<file path="src/rtl/spi_pkg.sv">
// rtl/spi_pkg.sv - shared types and constants for the SPI transaction scheduler
package spi_pkg;

  localparam int SEL_W      = 2;
  localparam int DATA_W     = 8;
  localparam int NUM_SLAVES = 3;
  localparam logic [SEL_W-1:0] SEL_ILLEGAL = 2'd3;

  typedef enum logic [2:0] {
    IDLE,
    LAUNCH,
    WAIT_BUSY,
    WAIT_DONE,
    CAPTURE,
    RESP
  } state_t;

  function automatic logic sel_legal(input logic [SEL_W-1:0] sel);
    return sel != SEL_ILLEGAL;
  endfunction

endpackage

</file>
<file path="src/rtl/spi_cmd_fifo.sv">
// rtl/spi_cmd_fifo.sv - synchronous command FIFO feeding the scheduler FSM
module spi_cmd_fifo #(
  parameter int WIDTH = 10,
  parameter int DEPTH = 4,
  localparam int PW = $clog2(DEPTH),
  localparam int LW = $clog2(DEPTH) + 1
) (
  input  logic             clk,
  input  logic             reset,
  input  logic             push,
  input  logic [WIDTH-1:0] wdata,
  input  logic             pop,
  output logic [WIDTH-1:0] rdata,
  output logic             full,
  output logic             empty,
  output logic [LW-1:0]    level
);

  logic [WIDTH-1:0] mem [DEPTH];
  logic [PW-1:0]    wr_ptr;
  logic [PW-1:0]    rd_ptr;
  logic             do_push;
  logic             do_pop;
  logic [LW-1:0]    level_next;

  // full/empty come straight from the level register, so ready never sees pop combinationally
  assign full    = level == LW'(DEPTH);
  assign empty   = level == '0;
  assign do_push = push && !full;
  assign do_pop  = pop && !empty;
  assign rdata   = mem[rd_ptr];

  always_comb begin
    level_next = level;
    case ({do_push, do_pop})
      2'b10:   level_next = level + LW'(1);
      2'b01:   level_next = level - LW'(1);
      default: level_next = level;
    endcase
  end

  always_ff @(posedge clk or negedge reset) begin
    if (!reset) begin
      wr_ptr <= '0;
      rd_ptr <= '0;
      level  <= '0;
    end else begin
      if (do_push) wr_ptr <= wr_ptr + PW'(1);
      if (do_pop)  rd_ptr <= rd_ptr + PW'(1);
      level <= level_next;
    end
  end

  always_ff @(posedge clk) begin
    if (do_push) mem[wr_ptr] <= wdata;
  end

endmodule

</file>
<file path="src/rtl/spi_txn_scheduler.sv">
// rtl/spi_txn_scheduler.sv - queues SPI commands and runs them one at a time through spi_top
module spi_txn_scheduler
  import spi_pkg::*;
#(
  parameter int FIFO_DEPTH = 4,
  parameter int BUSY_TO    = 16,
  parameter int DONE_TO    = 1024,
  localparam int LW = $clog2(FIFO_DEPTH) + 1
) (
  input  logic              clk,
  input  logic              reset,
  input  logic              cmd_valid,
  output logic              cmd_ready,
  input  logic [SEL_W-1:0]  cmd_sel,
  input  logic [DATA_W-1:0] cmd_data,
  output logic              rsp_valid,
  input  logic              rsp_ready,
  output logic [DATA_W-1:0] rsp_data,
  output logic [SEL_W-1:0]  rsp_sel,
  output logic              rsp_err,
  output logic              spi_start,
  output logic [SEL_W-1:0]  spi_slaveselect,
  output logic [DATA_W-1:0] spi_master_data,
  input  logic [DATA_W-1:0] spi_master_rx,
  input  logic              spi_done,
  output logic              busy,
  output logic [LW-1:0]     fifo_level
);

  localparam int TW = $clog2(DONE_TO + 1);

  state_t            state;
  state_t            state_next;
  logic [TW-1:0]     timer;
  logic [TW-1:0]     timer_inc;
  logic              pop;
  logic              timeout;
  logic              fifo_full;
  logic              fifo_empty;
  logic [SEL_W+DATA_W-1:0] head;
  logic [SEL_W-1:0]  head_sel;
  logic [DATA_W-1:0] head_data;

  assign {head_sel, head_data} = head;

  spi_cmd_fifo #(
    .WIDTH(SEL_W + DATA_W),
    .DEPTH(FIFO_DEPTH)
  ) u_fifo (
    .clk   (clk),
    .reset (reset),
    .push  (cmd_valid && cmd_ready),
    .wdata ({cmd_sel, cmd_data}),
    .pop   (pop),
    .rdata (head),
    .full  (fifo_full),
    .empty (fifo_empty),
    .level (fifo_level)
  );

  assign cmd_ready = !fifo_full;
  assign busy      = state != IDLE;
  assign rsp_valid = state == RESP;
  assign timer_inc = (timer == '1) ? timer : timer + TW'(1);

  always_ff @(posedge clk or negedge reset) begin
    if (!reset) state <= IDLE;
    else        state <= state_next;
  end

  always_comb begin
    state_next = state;
    pop        = 1'b0;
    spi_start  = 1'b0;
    timeout    = 1'b0;
    case (state)
      IDLE: begin
        if (!fifo_empty) begin
          pop        = 1'b1;
          state_next = sel_legal(head_sel) ? LAUNCH : RESP;
        end
      end
      LAUNCH: begin
        spi_start  = 1'b1;
        state_next = WAIT_BUSY;
      end
      WAIT_BUSY: begin
        if (!spi_done) begin
          state_next = WAIT_DONE;
        end else if (timer >= TW'(BUSY_TO)) begin
          timeout    = 1'b1;
          state_next = RESP;
        end
      end
      WAIT_DONE: begin
        if (spi_done) begin
          state_next = CAPTURE;
        end else if (timer >= TW'(DONE_TO)) begin
          timeout    = 1'b1;
          state_next = RESP;
        end
      end
      CAPTURE: state_next = RESP;
      RESP:    if (rsp_ready) state_next = IDLE;
      default: state_next = IDLE;
    endcase
  end

  // timer counts cycles since the start pulse, then since done fell
  always_ff @(posedge clk or negedge reset) begin
    if (!reset) begin
      timer           <= '0;
      rsp_data        <= '0;
      rsp_sel         <= '0;
      rsp_err         <= 1'b0;
      spi_slaveselect <= '0;
      spi_master_data <= '0;
    end else begin
      if (pop) begin
        rsp_sel  <= head_sel;
        rsp_data <= '0;
        rsp_err  <= !sel_legal(head_sel);
        if (sel_legal(head_sel)) begin
          spi_slaveselect <= head_sel;
          spi_master_data <= head_data;
        end
      end
      case (state)
        LAUNCH:    timer <= TW'(1);
        WAIT_BUSY: timer <= spi_done ? timer_inc : TW'(1);
        WAIT_DONE: timer <= timer_inc;
        default:   timer <= timer;
      endcase
      if (timeout) rsp_err <= 1'b1;
      // rx is sampled a cycle after done rises so the shift register has settled
      if (state == CAPTURE) rsp_data <= spi_master_rx;
    end
  end

endmodule
</file>
<file path="config.mk">
export PLATFORM = sky130hd
export DESIGN_NAME = spi_txn_scheduler
export DESIGN_NICKNAME = d
export VERILOG_FILES = /design/src/rtl/spi_pkg.sv /design/src/rtl/spi_cmd_fifo.sv /design/src/rtl/spi_txn_scheduler.sv
export SDC_FILE = /design/constraint.sdc
export NUM_CORES = 1
export LEC_CHECK = 0
export BUFFER_PORTS_ARGS = -buffer_cell sky130_fd_sc_hd__buf_4
export CAP_MARGIN = 20
export CORE_MARGIN = 3
export CORE_UTILIZATION = 45
export DETAILED_ROUTE_END_ITERATION = 16
export PLACE_DENSITY_LB_ADDON = 0.3
export REMOVE_ABC_BUFFERS = 1
export SYNTH_ARGS = -nofsm -noshare
export SYNTH_HDL_FRONTEND = slang
export SYNTH_SLANG_ARGS = --single-unit
</file>
<file path="constraint.sdc">
create_clock -name clk -period 6.3 [get_ports clk]
set_clock_uncertainty 0.15 [all_clocks]
set_input_delay 0.945 -clock clk [delete_from_list [all_inputs] [get_ports clk]]
set_output_delay 0.945 -clock clk [all_outputs]
set_load 0.01 [all_outputs]
</file>
Word level (Yosys, flattened, before mapping)
Memory sizes are Yosys's and may differ from the RTL's.
Cells that the tools add are included.
- register bits: 42
- logic and storage cells: 73
- memory bits (writable): 40
- memories: 1
- equal/unequal tests: 14
- mux-type cells: 26
- add/subtract/negate cells: 5
- $lt $le $gt $ge: 2
- reductions and logical operators: 15
- memory list (name ; depth ; width ; read ports ; clocked after memory_dff ; write ports ; line ; source):
    u_fifo.mem ; 4 ; 10 ; 1 ; 0 ; 1 ; spi_cmd_fifo.sv:19 ; logic [WIDTH-1:0] mem [DEPTH];
- operators by type and width (operator ; count):
    11-bit case mux with 3 select lines ; 1
    11-bit 2-to-1 mux ; 2
    3-bit 2-to-1 mux ; 7
    3-bit case mux with 6 select lines ; 1
    8-bit 2-to-1 mux ; 2
    11-bit by 1-bit adder with 11-bit output, second input constant ; 1
    11-bit == test, second input constant ; 1
    11-bit greater-or-equal comparator, second input constant ; 1
    11-bit by 5-bit greater-or-equal comparator with 1-bit output, second input constant ; 1
    1-bit 2-to-1 mux ; 11
    3-bit == test, second input constant ; 3
    3-bit by 2-bit == test with 1-bit output, second input constant ; 2
    3-bit zero test ; 2
    3-bit != test, second input constant ; 2
    3-bit case mux with 2 select lines ; 1
    2-bit nonzero test ; 3
    3-bit nonzero test ; 2
    2-bit by 1-bit adder with 2-bit output, second input constant ; 2
    2-bit != test, second input constant ; 2
    4-bit AND reduction ; 1
    3-bit by 1-bit adder with 3-bit output, second input constant ; 1
    3-bit by 1-bit == test with 1-bit output, second input constant ; 1
    1-bit logical AND ; 3
    1-bit zero test ; 3
    other kinds (6) ; 6

Logic depth before layout (Yosys ltp)
Gate-level depths: netlist of the first run.
- depth in word-level cells: 6
- mapped depth: 11
- gate-level depth less buffers: 10

Cells and area by module
A second synthesis of the first run with hierarchy kept.
- cells, all modules: 256
- area total of the unflattened synthesis: 3575.9 µm²
- by module, submodules not included (module ; times used ; cells each ; area an instance (µm²) ; seq. area each (µm²)):
    spi_cmd_fifo ; 1 ; 90 ; 1869.3 ; 1376.3
    spi_txn_scheduler ; 1 ; 166 ; 1706.6 ; 875.8

Worst setup path after synthesis of the first run
OpenSTA, ideal clock, no wires.
- path kind: input to register
- from: in cmd_valid
- to: reg u_fifo.level[2]
- stages on the path: 8
- arrival: 2.105 ns
- path slack: 3.966 ns
- cells stage by stage: and2_1 inv_1 ha_1 inv_1 fa_1 xor2_1 nor2_1 xor2_1
- word-level cells in the longest chain between the ends: 4
- elaborated cells between the ends (all ways): 6
- classes of those cells: eq/ne: 2; mux: 1; reduce/logical: 3
- RTL lines (item ; line ; source):
    start: declaration ; spi_txn_scheduler.sv:12 ; input logic cmd_valid,
    1-bit logical AND * ; spi_txn_scheduler.sv:52 ; .push (cmd_valid && cmd_ready),
    1-bit logical AND * ; spi_cmd_fifo.sv:29 ; assign do_push = push && !full;
    2-bit by 1-bit == test with 1-bit output / 2-bit == test (equally long branches) ; spi_cmd_fifo.sv:35 ; case ({do_push, do_pop})
    3-bit case mux with 2 select lines / 2-bit nonzero test (equally long branches) ; n/a ;
    end signal: assignment ; spi_cmd_fifo.sv:50 ; level <= level_next;
    end: declaration ; spi_cmd_fifo.sv:16 ; output logic [LW-1:0] level
Every way passes the cells marked *; elsewhere a longest branch is shown, timed or not.
A chain may end at the register's enable or synchronous reset.

Worst setup path after layout of the first run
- from: reg state[0]
- to: reg u_fifo.level[2]
- word-level cells in the longest chain between the ends: 5
- elaborated cells between the ends (all ways): 7
- classes of those cells: eq/ne: 2; mux: 2; reduce/logical: 3
- RTL lines (item ; line ; source):
    start: declaration ; spi_txn_scheduler.sv:32 ; state_t state;
    start signal: assignment ; spi_txn_scheduler.sv:68 ; else state <= state_next;
    3-bit zero test * ; spi_txn_scheduler.sv:76 ; case (state)
    1-bit 2-to-1 mux * ; spi_txn_scheduler.sv:76 ;
    net pop ; spi_txn_scheduler.sv:36 ; logic pop;
    1-bit logical AND * ; spi_cmd_fifo.sv:30 ; assign do_pop = pop && !empty;
    2-bit by 1-bit == test with 1-bit output / 2-bit == test (equally long branches) ; spi_cmd_fifo.sv:35 ;
    3-bit case mux with 2 select lines / 2-bit nonzero test (equally long branches) ; n/a ;
Mark *: on every way through the listed nets, which the timed path passes. The rest lies on a longest branch.

==> tab_implementation.tex, run 1 <==
\begin{tabular}{lr}
\hline
Metric & Value \\
\hline
\multicolumn{2}{l}{\textbf{Outcome}} \\
Status & completed \\
\multicolumn{2}{l}{\textbf{Critical path}} \\
Signal arrival time at the worst endpoint & 2.92 ns \\
FF-to-FF End & u\_fifo.level[2]\$\_DFFE\_PN0P\_ \\
R2R Setup Slk & 3.50 ns \\
Critical Path Start Type & flop \\
Source of the worst register-to-register timing path & state[0]\$\_DFFE\_PN0P\_ \\
Worst Path Required & 6.42 ns \\
Crit path capture type & flop \\
FF-to-FF path depth & 9 \\
Peak fanout along the critical path & 17 \\
Worst Setup Path Type & flop to flop \\
\multicolumn{2}{l}{\textbf{Yosys}} \\
Total number of yosys warnings & 0 \\
Mux share of post-synthesis cell area & 0.09409 \\
Adder-Cell Fraction of Synth Area & 0.03008 \\
Post-synthesis cell type count & 49 \\
Cells after synthesis & 271 \\
Proportion of synthesized flip-flops having asynchronous set or reset & 0.5122 \\
Main combinational cell family by area after synthesis & simple AND/OR/NAND/NOR gates \\
Number of synthesized register bits & 82 \\
Cell taking the most area after synthesis & edfxtp\_1 \\
Compound-gate portion of the synthesized area & 0.06751 \\
Synth Cell Area & 3577 sq um \\
Simple-gate share of the synthesized area & 0.1326 \\
Top FF cell, synth & dfrtp\_1 \\
Synthesized area per cell & 13.20 sq um \\
Area fraction of the dominant cell type after synthesis & 0.3358 \\
Number of synthesized flops with an enable pin & 40 \\
Area share of xor/xnor cells in the synthesized design & 0.01469 \\
Sequential-to-total area share from yosys stat & 0.6296 \\
Area contributors post-synth & edfxtp\_1, dfrtp\_1, mux4\_2 \\
\multicolumn{2}{l}{\textbf{Timing}} \\
TNS Setup & 0 ns \\
Setup repair after global routing missed its margin & no \\
Worst Max-Slew Pin Slew & 0.7115 ns \\
Clock period minus final worst setup slack & 2.796 ns \\
F\_max & 0.3576 GHz \\
Share of the cycle needed by the critical path after routing & 0.4438 \\
Max Transition Viols Final & 0 \\
Total count of hold-check failures in the final report & 0 \\
Slew headroom & 0.5257 \\
Finish-stage setup viols & 0 \\
\multicolumn{2}{l}{\textbf{Clock tree}} \\
Clock latency at the later pin of the worst-skew pair & 0.35 ns \\
CTS clk-pin slew, worst paths & 0.08 ns \\
Count of H-tree levels built during CTS & 3 \\
Clock Path Buffers & 2 \\
Clock tree from TritonCTS & done \\
Number of hold buffers added after cts & 0 \\
Number of buffers inserted by post-CTS setup repair & 0 \\
CTS Buf Count & 9 \\
\# clock sinks & 82 \\
CTS root buf & clkbuf\_8 \\
Post-cts sizing count & 0 \\
\multicolumn{2}{l}{\textbf{Placed design}} \\
Placed cells & 410 \\
Count of input and output buffers & 50 \\
Final Wtd Congestion & 0.8377 \\
Final HPWL DP & 4.609 mm \\
\multicolumn{2}{l}{\textbf{Routing}} \\
Remaining DRCs & 0 \\
DRC marker count from the first detailed-route iteration & 123 \\
Antenna Violating Nets Remaining & 0 \\
Total number of vias & 2245 \\
Detailed Routing Iterations Pass 1 & 4 \\
Final wirelength & 6.673 mm \\
Routed wirelength normalized by instance count & 15.66 microns \\
Drt via density & 5.270 \\
\multicolumn{2}{l}{\textbf{Layout}} \\
Final layout net count & 353 \\
Most frequent standard cell in the layout excluding fill and tap cells & buf\_4 \\
Area added between synthesis and finish & 19.27\% \\
Non-Filler Instances & 426 \\
Share of final-layout standard cells stronger than drive strength 1 & 0.2752 \\
Most frequent cells in the layout & buf\_4, dfrtp\_1, edfxtp\_1 \\
Antenna diode count & 0 \\
\multicolumn{2}{l}{\textbf{Global route}} \\
Maximum number of pins on one net before global-route repair & 43 \\
Via count of the first global-routing pass & 2250 \\
Number of antenna violations at the first check in global routing & 0 \\
Global-route wire length before repair & 10.92 mm \\
Total overflow reported by the global router & 0 \\
Overall Global Routing Usage & 0.1598 \\
\multicolumn{2}{l}{\textbf{Worst hold path}} \\
HP Start & spi\_master\_data[5]\$\_DFFE\_PN0P\_ \\
Worst hold-check path type & flop to flop \\
Worst hold path stage count & 1 \\
Worst Hold Path EP & spi\_master\_data[5]\$\_DFFE\_PN0P\_ \\
\multicolumn{2}{l}{\textbf{Floorplanning}} \\
Core footprint & 7486 sq um \\
Die Span X & 95.16 microns \\
Die Footprint & 9055 sq um \\
Initial Utilization & 0.4779 \\
I/O pins & 51 \\
Number of placement rows & 31 \\
Die height & 95.16 microns \\
\multicolumn{2}{l}{\textbf{Pwr}} \\
Peak supply drop & 0.0002501 V \\
PwrDens & 468.0 nW/um\^{}2 \\
Leakage power total & 0.001762 uW \\
\multicolumn{2}{l}{\textbf{Job}} \\
Max-cap check violation count & 0 \\
\hline
\end{tabular}
synth_stat cells, drive strengths merged, types with 3 or more instances:
cell    number
a21oi       11
and3         6
buf         10
dfrtp       42
edfxtp      40
ha           7
inv         14
mux2         9
mux4        10
nand2       32
nand2b       3
nand3       15
nand4        3
nor2        10
nor3         5
nor4         3
o21ai       11
or4          4
xnor2        4
layout make-up:
type / instances / area (sq um)
repair buffers: 51 / 382.9
fillers: 630 / 3219
inverters: 14 / 52.55
flip-flops and latches: 82 / 2252
multi-input cells: 164 / 1212
well taps: 99 / 123.9
clock buffers: 10 / 127.6
clock inverters: 6 / 115.1
metrics by stage:
stage / setup WS (ns) / util / hold WS (ns) / area (sq um) / power [uW]
after floorplan: 3.823 / - / 0.3563 / 3517 / 1294
after global placement: 3.607 / 0.5375 / 0.3381 / 4024 / 1549
after detailed placement: 3.525 / 0.5375 / 0.3304 / 4024 / 1567
after CTS: 3.496 / 0.5699 / 0.3629 / 4267 / 2019
after global routing: 3.226 / 0.5699 / 0.3816 / 4267 / 2129
final: 3.504 / 0.5699 / 0.3604 / 4267 / 1997
routing by layer:
metal,track usage,part of all wire,wire length [microns]
met1,0.2117,0.45,3015
met2,0.2496,0.49,3285
met3,0.05367,0.045,302
met4,0.05048,0.010,70
met5,0,0,0
flip-flops by register name (all words and copies together) (netlist names), 2 cells and up:
name	count
rsp_data	8
u_fifo.rd_ptr	2
rsp_sel	2
spi_master_data	8
state	3
u_fifo.mem	40
u_fifo.level	3
timer	11
u_fifo.wr_ptr	2
spi_slaveselect	2
worst max-delay path: stages (launching register included):
cell and delay [ns]:
dfrtp_1 0.49, nor3_2 0.31, nand2b_1 0.42, inv_1 0.29, ha_1 0.22, inv_1 0.06, fa_1 0.37, xor2_1 0.15
nor2_1 0.11, xor2_1 0.16
report_power, final:
| part | switching, uW | internal, uW |
|---|---|---|
| combinational | 349 | 341 |
| sequential | 132 | 724 |
| clock | 186 | 265 |
| total | 667 | 1330 |
kinds of logic after synthesis:
kind of cell / Yosys count
AOI/OAI and AO/OA: 37
xor gates and xnor gates: 6
adders and majority gates: 8
buffers and inverters: 25
DFF: 82
muxes: 20
and+or+nand+nor: 93
worst max-delay path by stage:
stage                                    start                           to  cells past startpoint
after floorplan           state[0]$_DFFE_PN0P_  u_fifo.level[2]$_DFFE_PN0P_                      9
after global placement    state[0]$_DFFE_PN0P_  u_fifo.level[2]$_DFFE_PN0P_                      9
after detailed placement  state[0]$_DFFE_PN0P_  u_fifo.level[2]$_DFFE_PN0P_                      9
after CTS                 state[0]$_DFFE_PN0P_  u_fifo.level[2]$_DFFE_PN0P_                      9
after global routing      state[0]$_DFFE_PN0P_  u_fifo.level[2]$_DFFE_PN0P_                      9
final                     state[0]$_DFFE_PN0P_  u_fifo.level[2]$_DFFE_PN0P_                      9
Power figures use the tool's default switching activity.
==> run 2: changes to the inputs <==
clock period = 2.4 ns   (was 6.3 ns; I/O delays follow)
==> run 2 against run 1 <==
Via count rose by 1.6%. Die area did not move. Utilization rose by 1.0 points. Global-route usage rose by 0.66 points. Combinational power rose to 3.0 times the previous value. Flip-flop and latch count did not move. Worst setup slack got worse by 3.3 ns. Register-to-register slack got worse by 3.3 ns. Cell count rose by 2.1%. Sequential share of layout area fell by 0.94 points. Clock power rose to 2.6 times the previous value. Critical endpoint unchanged.
==> tab_implementation.tex, run 2 (synthesis gave the netlist of run 1 again) <==
\begin{tabular}{lr}
\hline
Metric & Value \\
\hline
\multicolumn{2}{l}{\textbf{Timing}} \\
F\_max & 0.4494 GHz (+26\%) \\
Finish-stage setup viols & 0 (unchanged) \\
Clock period minus final worst setup slack & 2.225 ns (-0.5710 ns) \\
Share of the cycle needed by the critical path after routing & 0.9271 (+0.4833) \\
TNS Setup & 0 ns (unchanged) \\
Total count of hold-check failures in the final report & 0 (unchanged) \\
Slew headroom & 0.6240 (+0.09836) \\
Max Transition Viols Final & 0 (unchanged) \\
Setup repair after global routing missed its margin & no \\
Worst Max-Slew Pin Slew & 0.5639 ns (-0.1475 ns) \\
\multicolumn{2}{l}{\textbf{Pwr}} \\
PwrDens & 1236 nW/um\^{}2 (+160\%) \\
Cell-internal power & 3581 uW (+170\%) \\
Combinational group share of total power & 0.380 (+0.034) \\
Switching power total & 1788 uW (+170\%) \\
Sequential group share of total power & 0.402 (-0.027) \\
Peak supply drop & 0.0008038 V (+220\%) \\
Switching share of power & 0.3331 (-0.0008529) \\
Share of power burned in the clock network & 0.218 (-0.008) \\
Leakage power total & 0.001810 uW (+2.7\%) \\
\multicolumn{2}{l}{\textbf{Critical path}} \\
Crit path capture type & flop \\
Peak fanout along the critical path & 6 (-11) \\
Signal arrival time at the worst endpoint & 2.34 ns (-0.58 ns) \\
Worst Setup Path Type & flop to flop \\
Critical Path Start Type & flop \\
Worst Path Required & 2.52 ns (-3.90 ns) \\
\multicolumn{2}{l}{\textbf{Routing}} \\
Final wirelength & 6.748 mm (+1.1\%) \\
DRC marker count from the first detailed-route iteration & 128 (+4.1\%) \\
Routed wirelength normalized by instance count & 15.51 microns (-0.97\%) \\
Remaining DRCs & 0 (unchanged) \\
Total number of vias & 2280 (+1.6\%) \\
Antenna Violating Nets Remaining & 0 (unchanged) \\
Detailed Routing Iterations Pass 1 & 5 (+1) \\
Drt via density & 5.241 (-0.54\%) \\
\multicolumn{2}{l}{\textbf{Floorplanning}} \\
Core footprint & 7486 sq um (unchanged) \\
Die Footprint & 9055 sq um (unchanged) \\
Number of placement rows & 31 (unchanged) \\
Initial Utilization & 0.4779 (unchanged) \\
I/O pins & 51 (unchanged) \\
Die Span X & 95.16 microns (unchanged) \\
Die height & 95.16 microns (unchanged) \\
\multicolumn{2}{l}{\textbf{Global route}} \\
Via count of the first global-routing pass & 2252 (+0.089\%) \\
Overall Global Routing Usage & 0.1664 (+0.006637) \\
Total overflow reported by the global router & 0 (unchanged) \\
Maximum number of pins on one net before global-route repair & 43 (unchanged) \\
Global-route wire length before repair & 11.32 mm (+3.6\%) \\
Number of antenna violations at the first check in global routing & 0 (unchanged) \\
\multicolumn{2}{l}{\textbf{Layout}} \\
Antenna diode count & 0 (unchanged) \\
Flip-flop count of the largest register after layout & 40 (unchanged) \\
Share of final-layout standard cells stronger than drive strength 1 & 0.3006 (+0.02537) \\
Summed area of non-filler cells in the final layout & 4344 sq um (+1.8\%) \\
Non-Filler Instances & 435 (+2.1\%) \\
Most flop-heavy register & u\_fifo.mem \\
Final layout net count & 362 (+2.5\%) \\
Most frequent cells in the layout & buf\_4, dfrtp\_1, edfxtp\_1 \\
Leading registers by flop count & u\_fifo.mem (40), timer (11) \\
Most frequent standard cell in the layout excluding fill and tap cells & buf\_4 \\
Filler cell count in the final layout & 625 (-0.79\%) \\
Area added between synthesis and finish & 21.44\% \\
Share of the core filled with cells & 0.5803 (+0.01036) \\
\multicolumn{2}{l}{\textbf{Clock tree}} \\
CTS Buf Count & 9 (unchanged) \\
\# clock sinks & 82 (unchanged) \\
Count of H-tree levels built during CTS & 3 (unchanged) \\
Clock latency at the later pin of the worst-skew pair & 0.34 ns (about the same) \\
Clock tree from TritonCTS & done \\
Clock Path Buffers & 2 (unchanged) \\
CTS root buf & clkbuf\_8 \\
CTS clk-pin slew, worst paths & 0.08 ns (about the same) \\
\multicolumn{2}{l}{\textbf{Placed design}} \\
Count of input and output buffers & 50 (unchanged) \\
Placed cells & 418 (+2.0\%) \\
Final Wtd Congestion & 0.8407 (+0.36\%) \\
Final HPWL DP & 4.730 mm (+2.6\%) \\
Placed Instance Area & 4084 sq um (+1.5\%) \\
\multicolumn{2}{l}{\textbf{Worst hold path}} \\
Worst hold-check path type & input pin to flop \\
\multicolumn{2}{l}{\textbf{Job}} \\
Max-cap check violation count & 0 (unchanged) \\
\multicolumn{2}{l}{\textbf{Outcome}} \\
Status & completed \\
\hline
\end{tabular}
==> run 2: worst paths after layout <==
check	from	to	slack, ns	depth (start not counted)
max	u_fifo.level[0]$_DFFE_PN0P_	u_fifo.level[2]$_DFFE_PN0P_	0.17	10
max reg2reg	u_fifo.level[0]$_DFFE_PN0P_	u_fifo.level[2]$_DFFE_PN0P_	0.17	10
min	spi_master_rx[6]	rsp_data[6]$_DFFE_PN0P_	0.05	3
min in group asynchronous	reset	spi_master_data[4]$_DFFE_PN0P_	0.39	2
max in group asynchronous	reset	spi_slaveselect[0]$_DFFE_PN0P_	1.31	2
min reg2reg	rsp_sel[1]$_DFFE_PN0P_	rsp_sel[1]$_DFFE_PN0P_	0.35	2
==> run 2: critical path, stage by stage (launching register included) <==
cell     delay, ns
dfrtp_1       0.43
inv_1         0.13
nand3_2       0.13
and2_1        0.22
inv_1         0.06
ha_1          0.17
inv_1         0.07
fa_1          0.37
xor2_1        0.15
nor2_1        0.12
xor2_1        0.15
==> run 2: repair_timing <==
action,CTS,global route
buffers inserted,0,0
hold buffers,1,0
hold endpoints to repair,42,0
setup endpoints to repair,0,2
gates resized for setup,0,2
==> run 2: power by group through the flow <==
stage               sequential (uW)  combinational, uW  clock [uW]
global placement               2170               2010           0
global route                   2220               2260        1260
CTS                            2150               2060        1200
finish                         2160               2040        1170
detailed placement             2180               2050           0
floorplan                      2270               1120           0
==> run 2: cell type report <==
| cell class | count | area (sq um) | area share |
|---|---|---|---|
| clock inverters | 7 | 116.4 | 0.02679 |
| repair buffers | 60 | 452.9 | 0.1043 |
| well taps | 99 | 123.9 | 0.02851 |
| flip-flops and latches | 82 | 2252 | 0.5184 |
| clock buffers | 9 | 123.9 | 0.02851 |
| multi-input cells | 164 | 1222 | 0.2814 |
| inverters | 14 | 52.55 | 0.01210 |
==> run 2: through the flow <==
step / total power [uW] / setup slack [ns] / hold WS, ns
after floorplan: 3397 / -0.07663 / -0.08559
after global placement: 4179 / 0.2458 / 0.2405
after detailed placement: 4237 / 0.1296 / 0.2438
after CTS: 5414 / 0.1110 / 0.04115
after global routing: 5739 / 0.01304 / 0.04117
final: 5369 / 0.1749 / 0.05288
==> run 2: routing by layer <==
metal,global-route usage,wire length (microns),up-vias
met5,0,0,-
met1,0.2295,3098,1128
met3,0.04815,266,6
li1,-,-,1110
met2,0.2583,3302,36
met4,0.04688,80,0
==> run 3: changes to the inputs <==
SYNTH_HIERARCHICAL = 1   (was default)
==> run 3 against run 2 <==
Worst setup slack worse by 0.037 ns. Cell count decreased by 0.92%. Largest power group is now combinational logic. Total power increased by 0.20%.
==> tab_implementation.tex, run 3 <==
\begin{tabular}{lr}
\hline
Metric & Value \\
\hline
\multicolumn{2}{l}{\textbf{Outcome}} \\
Status & completed \\
\multicolumn{2}{l}{\textbf{Layout}} \\
Summed area of non-filler cells in the final layout & 4385 sq um (+0.95\%) \\
Footprint of the multi-input gates & 1241 sq um (+1.5\%) \\
Area added between synthesis and finish & 22.64\% \\
Flip-flop and latch area & 2252 sq um (unchanged) \\
Antenna diode count & 0 (unchanged) \\
Share of the core filled with cells & 0.5858 (+0.005516) \\
Most frequent standard cell in the layout excluding fill and tap cells & buf\_4 \\
Leading registers by flop count & u\_fifo/mem (40), timer (11) \\
Non-Filler Instances & 431 (-0.92\%) \\
Flip-flop count of the largest register after layout & 40 (unchanged) \\
Filler cell count in the final layout & 593 (-5.1\%) \\
Most flop-heavy register & u\_fifo/mem \\
Final layout net count & 358 (-1.1\%) \\
Share of final-layout standard cells stronger than drive strength 1 & 0.3705 (+0.06989) \\
Most frequent cells in the layout & buf\_4, dfrtp\_1, edfxtp\_1 \\
\multicolumn{2}{l}{\textbf{Yosys}} \\
Synthesized area per cell & 13.97 sq um (+5.8\%) \\
Sequential-to-total area share from yosys stat & 0.6298 (about the same) \\
Leading cell type by number of instances after synthesis & dfrtp\_1 \\
Commonest cells post-synth & dfrtp\_1, edfxtp\_1, inv\_1 \\
Number of synthesized register bits & 82 (unchanged) \\
Top FF cell, synth & dfrtp\_1 \\
Proportion of synthesized flip-flops having asynchronous set or reset & 0.5122 (unchanged) \\
Synth Cell Area & 3576 sq um (about the same) \\
Post-synthesis cell type count & 54 (+10\%) \\
Area fraction of the dominant cell type after synthesis & 0.3359 (about the same) \\
Cell taking the most area after synthesis & edfxtp\_1 \\
Number of synthesized flops with an enable pin & 40 (unchanged) \\
Cells after synthesis & 256 (-5.5\%) \\
Adder-Cell Fraction of Synth Area & 0.03009 (about the same) \\
Area share of xor/xnor cells in the synthesized design & 0.01470 (about the same) \\
Mux share of post-synthesis cell area & 0.09517 (+0.001083) \\
Total number of yosys warnings & 6 (+6) \\
Compound-gate portion of the synthesized area & 0.09027 (+0.02277) \\
Main combinational cell family by area after synthesis & simple AND/OR/NAND/NOR gates \\
Area contributors post-synth & edfxtp\_1, dfrtp\_1, mux4\_2 \\
Simple-gate share of the synthesized area & 0.1106 (-0.02200) \\
\multicolumn{2}{l}{\textbf{Timing}} \\
Share of the cycle needed by the critical path after routing & 0.9426 (+0.01553) \\
F\_max & 0.4420 GHz (-1.6\%) \\
TNS Setup & 0 ns (unchanged) \\
Setup repair after global routing missed its margin & yes \\
Total count of hold-check failures in the final report & 0 (unchanged) \\
Max Transition Viols Final & 0 (unchanged) \\
Slew headroom & 0.5841 (-0.03993) \\
Worst Max-Slew Pin Slew & 0.6226 ns (+0.05861 ns) \\
Clock period minus final worst setup slack & 2.262 ns (+0.03728 ns) \\
Finish-stage setup viols & 0 (unchanged) \\
\multicolumn{2}{l}{\textbf{Pwr}} \\
Peak supply drop & 0.0008328 V (+3.6\%) \\
PwrDens & 1227 nW/um\^{}2 (-0.75\%) \\
Leakage power total & 0.001839 uW (+1.6\%) \\
Power after layout & 5380 uW (+0.20\%) \\
Switching power total & 1889 uW (+5.6\%) \\
Sequential group share of total power & 0.400 (-0.002) \\
Switching share of power & 0.3512 (+0.01809) \\
Share of power burned in the clock network & 0.178 (-0.040) \\
Combinational group share of total power & 0.422 (+0.042) \\
Cell-internal power & 3490 uW (-2.5\%) \\
\multicolumn{2}{l}{\textbf{Routing}} \\
Antenna Violating Nets Remaining & 0 (unchanged) \\
Detailed Routing Iterations Pass 1 & 4 (-1) \\
Routed wirelength normalized by instance count & 16.08 microns (+3.7\%) \\
Remaining DRCs & 0 (unchanged) \\
Total number of vias & 2316 (+1.6\%) \\
Drt via density & 5.374 (+2.5\%) \\
DRC marker count from the first detailed-route iteration & 98 (-23\%) \\
Final wirelength & 6.931 mm (+2.7\%) \\
\multicolumn{2}{l}{\textbf{Placed design}} \\
Final Wtd Congestion & 0.8328 (-0.94\%) \\
Placed cells & 410 (-1.9\%) \\
Count of input and output buffers & 50 (unchanged) \\
Final HPWL DP & 4.904 mm (+3.7\%) \\
Placed Instance Area & 4128 sq um (+1.1\%) \\
\multicolumn{2}{l}{\textbf{Floorplanning}} \\
Number of placement rows & 31 (unchanged) \\
Die Span X & 95.15 microns (about the same) \\
Core footprint & 7486 sq um (unchanged) \\
Die height & 95.15 microns (about the same) \\
Initial Utilization & 0.4777 (about the same) \\
Die Footprint & 9053 sq um (about the same) \\
I/O pins & 51 (unchanged) \\
\multicolumn{2}{l}{\textbf{Job}} \\
Max-cap check violation count & 0 (unchanged) \\
\multicolumn{2}{l}{\textbf{Critical path}} \\
Slowest Stage Delay on Critical Path & 0.54 ns (+0.11 ns) \\
Crit path capture type & flop \\
Signal arrival time at the worst endpoint & 2.38 ns (+0.04 ns) \\
Worst Path Required & 2.52 ns (about the same) \\
Worst Setup Path Type & flop to flop \\
Cell Chain, Critical Path & or4\_4 > inv\_2 > o31a\_4 > ha\_4 > inv\_2 > fa\_2 > xor2\_1 > nor2\_1 > xor2\_1 \\
Critical Path Start Type & flop \\
FF-to-FF path depth & 9 (-1) \\
Cell with the largest stage delay on the worst path & or4\_4 \\
Peak fanout along the critical path & 2 (-4) \\
\multicolumn{2}{l}{\textbf{Clock tree}} \\
Clock tree from TritonCTS & done \\
Clock latency at the later pin of the worst-skew pair & 0.35 ns (about the same) \\
Count of H-tree levels built during CTS & 3 (unchanged) \\
CTS root buf & clkbuf\_8 \\
\# clock sinks & 82 (unchanged) \\
Clock Path Buffers & 2 (unchanged) \\
CTS Buf Count & 9 (unchanged) \\
CTS clk-pin slew, worst paths & 0.09 ns (about the same) \\
\multicolumn{2}{l}{\textbf{Global route}} \\
Number of antenna violations at the first check in global routing & 0 (unchanged) \\
Via count of the first global-routing pass & 2318 (+2.9\%) \\
Overall Global Routing Usage & 0.1715 (+0.005047) \\
Maximum number of pins on one net before global-route repair & 43 (unchanged) \\
Total overflow reported by the global router & 0 (unchanged) \\
Global-route wire length before repair & 11.59 mm (+2.4\%) \\
\multicolumn{2}{l}{\textbf{Worst hold path}} \\
Worst hold path stage count & 1 (-2) \\
Worst hold-check path type & input pin to flop \\
\hline
\end{tabular}
## run 3: cell types whose count changed in the layout (fill, tap and decap cells not counted), sizes merged, moves of 4 or more
cell and delta:
or3 +4, inv +6, a22o +9, nand3 -9, buf +8, nand2 -18
## run 3: cell type report
cell class              instances  share of cell area
flip-flops and latches         82              0.5136
multi-input cells             150              0.2830
repair buffers                 68              0.1170
clock buffers                  10             0.03138
well taps                      99             0.02825
inverters                      16             0.01427
clock inverters                 6             0.01255
## run 3: final timing paths
kind                                              from                            to  slack, ns
worst max-delay path              state[0]$_DFFE_PN0P_   u_fifo/level[2]$_DFFE_PN0P_       0.14
worst min-delay path                       cmd_data[7]    u_fifo/mem[2][7]$_DFFE_PP_       0.06
worst max register to register    state[0]$_DFFE_PN0P_   u_fifo/level[2]$_DFFE_PN0P_       0.14
worst min register to register  rsp_sel[0]$_DFFE_PN0P_        rsp_sel[0]$_DFFE_PN0P_       0.35
max in group asynchronous                        reset  u_fifo/rd_ptr[1]$_DFFE_PN0P_       1.33
min in group asynchronous                        reset          timer[0]$_DFFE_PN0P_       0.38
## run 3: logic make-up after synthesis
| family | after synthesis |
|---|---|
| DFF | 82 |
| and+or+nand+nor | 69 |
| AOI/OAI and AO/OA | 47 |
| muxes | 20 |
| buffers and inverters | 24 |
| adders and majority gates | 8 |
| xor gates and xnor gates | 6 |
## run 3: timing repair
| item | CTS | global route |
|---|---|---|
| buffers inserted | 2 | 2 |
| hold buffers | 1 | 0 |
| resized for setup | 2 | 6 |
| pin swaps | 2 | 3 |
| setup endpoints to repair | 1 | 1 |
| endpoints found under the hold margin | 42 | 0 |
## run 3: critical path: cells and delay by family (launching register included)
family                   cells  cell delay, ns
buffers and inverters        2            0.12
AO/OA/AOI/OAI                1            0.15
XOR/XNOR                     2            0.28
adder cells (fa/ha/maj)      2            0.46
AND/OR/NAND/NOR              2            0.65
flip-flops                   1            0.38
## run 3: power groups by stage
| stage | logic [uW] | clock network [uW] | registers [uW] |
|---|---|---|---|
| 3_5_place_dp | 2200 | 0 | 2190 |
| 6_report | 2270 | 956 | 2150 |
| 4_1_cts | 2240 | 986 | 2160 |
| 5_1_grt | 2530 | 1060 | 2210 |
| 3_3_place_gp | 2140 | 0 | 2160 |
| 2_1_floorplan | 1190 | 0 | 2290 |
## run 3: metrics by stage
step	setup WS (ns)	hold WS (ns)
floorplan	-0.08134	-0.08559
global placement	0.06365	0.2360
detailed placement	-0.005526	0.2397
CTS	0.03334	0.03966
global route	-0.01493	0.02690
finish	0.1377	0.05521
## run 3: per-layer routing
metal	vias up	global-route usage	share of wire
li1	1108	-	-
met1	1143	0.2368	0.45
met2	58	0.2612	0.48
met3	7	0.04262	0.058
met4	0	0.06851	0.011
met5	-	0	0
